==> src/rtl/imem_loader.sv <==
// imem_loader: framed byte-stream loader that writes 32-bit words into instruction memory and holds the core in reset until the load succeeds
//   clk, rst              : clock, synchronous active-high reset
//   in_valid/in_data/in_ready : byte stream from host link (valid/ready)
//   imem_we/imem_addr/imem_wdata : one-cycle word write, byte address word_idx*4
//   core_hold             : core reset request, released only after a good load
//   load_done, err        : sticky completion / frame error flags
//   words_loaded          : words written so far
//   Optional: define IMEM_LOADER_CHECKSUM_EN to require a trailing XOR byte
module imem_loader #(
  parameter int NUM_INSTR      = 1024,
  parameter int TIMEOUT_CYCLES = 100000
) (
  input  logic        clk,
  input  logic        rst,
  input  logic        in_valid,
  input  logic [7:0]  in_data,
  output logic        in_ready,
  output logic        imem_we,
  output logic [31:0] imem_addr,
  output logic [31:0] imem_wdata,
  output logic        core_hold,
  output logic        load_done,
  output logic        err,
  output logic [15:0] words_loaded
);
  typedef enum logic [2:0] {
    CNT_LO,
    CNT_HI,
    DATA,
`ifdef IMEM_LOADER_CHECKSUM_EN
    CHK,
`endif
    DONE,
    ERR
  } state_t;
  localparam logic [31:0] MAX = 32'(NUM_INSTR);
  localparam logic [31:0] TO  = 32'(TIMEOUT_CYCLES);
  state_t      state;
  logic [15:0] count;
  logic [15:0] word_idx;
  logic [1:0]  byte_idx;
  logic [23:0] asm_q;
  logic [31:0] idle;
  logic        accept;
  logic        timed;
  logic        timeout;
  logic [15:0] cnt_full;
  logic [15:0] word_next;
`ifdef IMEM_LOADER_CHECKSUM_EN
  logic [7:0]  xsum;
`endif
  assign in_ready     = (state != DONE) && (state != ERR);
  assign accept       = in_valid & in_ready;
  assign words_loaded = word_idx;
  assign cnt_full     = {in_data, count[7:0]};
  assign word_next    = word_idx + 16'd1;
`ifdef IMEM_LOADER_CHECKSUM_EN
  assign timed = (state == CNT_HI) || (state == DATA) || (state == CHK);
`else
  assign timed = (state == CNT_HI) || (state == DATA);
`endif
  // idle counts edges since the last accepted byte; hitting the limit on a byte-less edge aborts
  assign timeout = timed && !accept && (TO != 32'd0) && (idle == TO - 32'd1);
  always_ff @(posedge clk) begin
    if (rst) begin
      state      <= CNT_LO;
      count      <= '0;
      word_idx   <= '0;
      byte_idx   <= '0;
      asm_q      <= '0;
      idle       <= '0;
      imem_we    <= 1'b0;
      imem_addr  <= '0;
      imem_wdata <= '0;
      core_hold  <= 1'b1;
      load_done  <= 1'b0;
      err        <= 1'b0;
`ifdef IMEM_LOADER_CHECKSUM_EN
      xsum       <= '0;
`endif
    end else begin
      imem_we <= 1'b0;
      idle    <= (accept || !timed) ? 32'd0 : idle + 32'd1;
      if (timeout) begin
        state <= ERR;
        err   <= 1'b1;
      end else if (accept) begin
        case (state)
          CNT_LO: begin
            count[7:0] <= in_data;
            state      <= CNT_HI;
          end
          CNT_HI: begin
            count    <= cnt_full;
            word_idx <= '0;
            byte_idx <= '0;
            if (cnt_full == 16'd0 || {16'd0, cnt_full} > MAX) begin
              state <= ERR;
              err   <= 1'b1;
            end else begin
              state <= DATA;
            end
          end
          DATA: begin
            // bytes arrive LSB first, so shift in from the top and take byte 3 straight from the bus
            asm_q    <= {in_data, asm_q[23:8]};
            byte_idx <= byte_idx + 2'd1;
`ifdef IMEM_LOADER_CHECKSUM_EN
            xsum     <= xsum ^ in_data;
`endif
            if (byte_idx == 2'd3) begin
              imem_we    <= 1'b1;
              imem_wdata <= {in_data, asm_q};
              imem_addr  <= {14'b0, word_idx, 2'b00};
              word_idx   <= word_next;
              if (word_next == count) begin
`ifdef IMEM_LOADER_CHECKSUM_EN
                state <= CHK;
`else
                state     <= DONE;
                core_hold <= 1'b0;
                load_done <= 1'b1;
`endif
              end
            end
          end
`ifdef IMEM_LOADER_CHECKSUM_EN
          CHK: begin
            if (in_data == xsum) begin
              state     <= DONE;
              core_hold <= 1'b0;
              load_done <= 1'b1;
            end else begin
              state <= ERR;
              err   <= 1'b1;
            end
          end
`endif
          default: ;
        endcase
      end
    end
  end
endmodule

==> config.mk <==
export PLATFORM = sky130hd
export DESIGN_NAME = imem_loader
export DESIGN_NICKNAME = d
export VERILOG_FILES = /design/src/rtl/imem_loader.sv
export SDC_FILE = /design/constraint.sdc
export NUM_CORES = 1
export LEC_CHECK = 0
export ABC_AREA = 1
export CELL_PAD_IN_SITES_DETAIL_PLACEMENT = 0
export CELL_PAD_IN_SITES_GLOBAL_PLACEMENT = 1
export CORE_UTILIZATION = 42
export DETAILED_ROUTE_END_ITERATION = 6
export MAX_ROUTING_LAYER = met4
export PLACE_DENSITY = 0.95
export SETUP_SLACK_MARGIN = 0.02
export SYNTH_ARGS = -nofsm -noshare
export SYNTH_HDL_FRONTEND = slang
export SYNTH_SLANG_ARGS = --single-unit
==> constraint.sdc <==
create_clock -name clk -period 5.1 [get_ports clk]
set_input_delay 1.53 -clock clk [delete_from_list [all_inputs] [get_ports clk]]
set_output_delay 1.53 -clock clk [all_outputs]
set_load 0.005 [all_outputs]
==> reports/summary.txt <==
Outcome: finished, final reports clean
Post-CTS sizing: 0
Cell variety after synth: 38
Vias in the first global route: 5,347
Worst R2R Path Depth: 10
Setup TNS: 0 ps
Post-DP Area: 7410 µm²
CP Class: input pin to flop
First-pass GRT wire length: 25,800 µm
Arrival time at the worst endpoint: 3890 ps
First-pass DRT Iterations: 5
Cell area after layout: 8100 µm²
Worst Max-Slew Pin Slew: 825 ps
Top-level I/O count: 96
Share of layout cells above drive strength 1: 6.19%
Worst VDD drop: 290 µV
Post-synth EDFFs: 0
Routed WL per cell: 13.1 µm
Synth Flop Type: dfxtp_1
Final worst-path cycle share: 69.6%
Power per Cell Area: 346 nW/µm²
Die Wd: 127 µm
Pin count of the biggest net entering global routing: 77
Multi-input gate area: 3080 µm²
Residual DRC: 0
CTS tree: yes
Critical Path RT: 5430 ps
FF+latch count, synth: 145
DRT iter0 DRCs: 386
Final core utilization: 53.3%
Ant diodes: 0
Setup repair bufs after CTS: 0
R2R setup slack: 2670 ps
Cells after synthesis: 938
CTS H-tree lvls: 4
Async SR Flop Fraction: 0%
Crit Path Max Fanout: 76
Crit path to: imem_addr[8]$_SDFFE_PP0P_
Reg clk slew, reported paths: 60 ps
Yosys warning total: 0
Rel. slew slack: 44.9%
Max Fclk: 282 MHz
Grt total ovfl: 0
Worst r2r src: state[2]$_SDFFE_PP0P_
GPL Wtd Cong: 0.851
Initial Util: 43.1%
Core box area: 15,200 µm²
DP HPWL: 10,800 µm
Sequential Area: 2900 µm²
Final Setup Violations: 0
Port bufs: 79
Die area: 16,100 µm²
R2r endpoint: imem_wdata[11]$_SDFFE_PP0P_
CTS Buf Count: 17
Syn Area/Cell: 6.98 µm²
GRT Total Usage: 20.8%
Critical path startpoint category: input pin
Seq/Total Area, Yosys: 44.3%
CTS sink cnt: 145
Cell Area, Synth: 6550 µm²
Antenna Nets Post-Route: 0
Fillers: 1,482
Hold Violations, Final: 0
Critical path launch point: in_valid
Clock Tree Root: clkbuf_16
Via-to-Cell Ratio: 4.95
Final Max Slew Viols: 0
Max cap viols: 0
Tmin final: 3550 ps
Antenna violations before repair: 0
Vias: 5,968
Hold-fix buffers, CTS: 0
CP endpoint kind: flop
CTS Buffer Depth: 2
Routed wire length: 15,800 µm
FP Rows: 45
Final nets: 1,020
Worst Hold Class: flop to flop
Final setup skew: 10.9 ps
Leakage power: 0.00316 µW
Unrepaired setup endpoints after global routing: false
Clk Latency, worst-skew pair: 420 ps
Area grow syn2layout: 23.7%
Die Y: 127 µm
## final cells by class
cell class	instances	area share, %
multi-input cells	662	38.1
flip-flops and latches	145	35.8
repair buffers	85	10.3
clock buffers	22	6.10
inverters	95	4.40
well taps	188	2.90
clock inverters	9	2.47
## Yosys cell counts, types with 2 or more instances
master      n  area (µm²)
a21oi_1    90         450
xor2_1      4        35.0
xnor2_1     2        17.5
nand2_1   202         758
nor2_1    138         518
buf_4      18         135
nor3_1     16        80.1
nand4_1    20         125
nor3_4      2        32.5
buf_1       2        7.51
o21ai_0    80         400
or2_2       3        18.8
nand2_2     3        18.8
clkbuf_1   23        86.3
nor2_4      5        56.3
inv_1      94         353
nor4_1      6        37.5
dfxtp_1   145        2900
ha_1        3        37.5
buf_2       8        40.0
nand3_1    49         245
nor2_2      6        37.5
nor3b_1     3        22.5
a22oi_1     2        15.0
## through the flow
step	worst slack, ps	std cells	power [µW]	hold WS (ps)
finish	1550	1206	2800	446
global route	1300	1206	2900	478
CTS	1540	1206	2820	446
detailed placement	1120	1175	1370	430
global placement	1190	1175	1370	423
floorplan	2380	953	1330	413
## critical path: stages
cell	delay, ps
clkdlybuf4s50_1	500
inv_1	100
nor2_2	110
buf_4	250
inv_2	230
nor2_4	140
buf_4	600
o21ai_0	220
a21oi_1	180
## sequential cells by signal, summed over array words and instances (netlist names), 2 cells and up
name,flops
imem_wdata,32
asm_q,24
byte_idx,2
words_loaded,16
count,16
idle,32
state,3
imem_addr,16
## worst min-delay path by stage
| stage | from | end | cells past startpoint |
|---|---|---|---|
| 5_1_grt | idle[0]$_SDFF_PP0_ | idle[0]$_SDFF_PP0_ | 1 |
| 2_1_floorplan | idle[0]$_SDFF_PP0_ | idle[0]$_SDFF_PP0_ | 1 |
| 4_1_cts | idle[0]$_SDFF_PP0_ | idle[0]$_SDFF_PP0_ | 1 |
| 3_5_place_dp | idle[0]$_SDFF_PP0_ | idle[0]$_SDFF_PP0_ | 1 |
| 3_3_place_gp | idle[0]$_SDFF_PP0_ | idle[0]$_SDFF_PP0_ | 1 |
| 6_report | idle[0]$_SDFF_PP0_ | idle[0]$_SDFF_PP0_ | 1 |
## routing by layer
layer | global-route usage (%) | up-vias | part of all wire [%]
li1 | - | 3146 | -
met1 | 26.8 | 2669 | 48
met3 | 5.15 | 17 | 5.0
met5 | - | - | 0
met2 | 31.7 | 136 | 46
met4 | 7.21 | 0 | 1.2
## cell usage in the layout (no fill, tap or decap), types with 4 or more instances in the layout
master,n
nor2_1,138
nand4_1,20
clkbuf_8,5
bufinv_16,6
o21ai_0,80
nor3_1,16
clkdlybuf4s50_1,78
dfxtp_1,145
nand2_1,202
xor2_1,4
clkbuf_16,17
nor2_2,5
nor2_4,6
a21oi_1,90
buf_4,6
inv_1,94
nor4_1,6
nand3_1,49
conb_1,16
## cell families after synthesis
group           after synthesis  share of synthesized area (%)
flops                       145                           44.3
fa+ha+maj                     3                          0.573
buf+inv                     146                           9.55
xor+xnor                      6                          0.802
simple gates                459                           30.7
compound gates              178                           14.0
other cells                   1                         0.0572
## where the power goes
part / switching, µW / total (µW) / leakage [µW] / internal (µW)
Combinational: 112 / 165 / 0.00165 / 53.3
Clock: 475 / 1450 / 0.000334 / 980
Sequential: 20.3 / 1180 / 0.00117 / 1160
Total: 607 / 2800 / 0.00316 / 2200
Note: power is estimated with default switching activity, not from simulation.
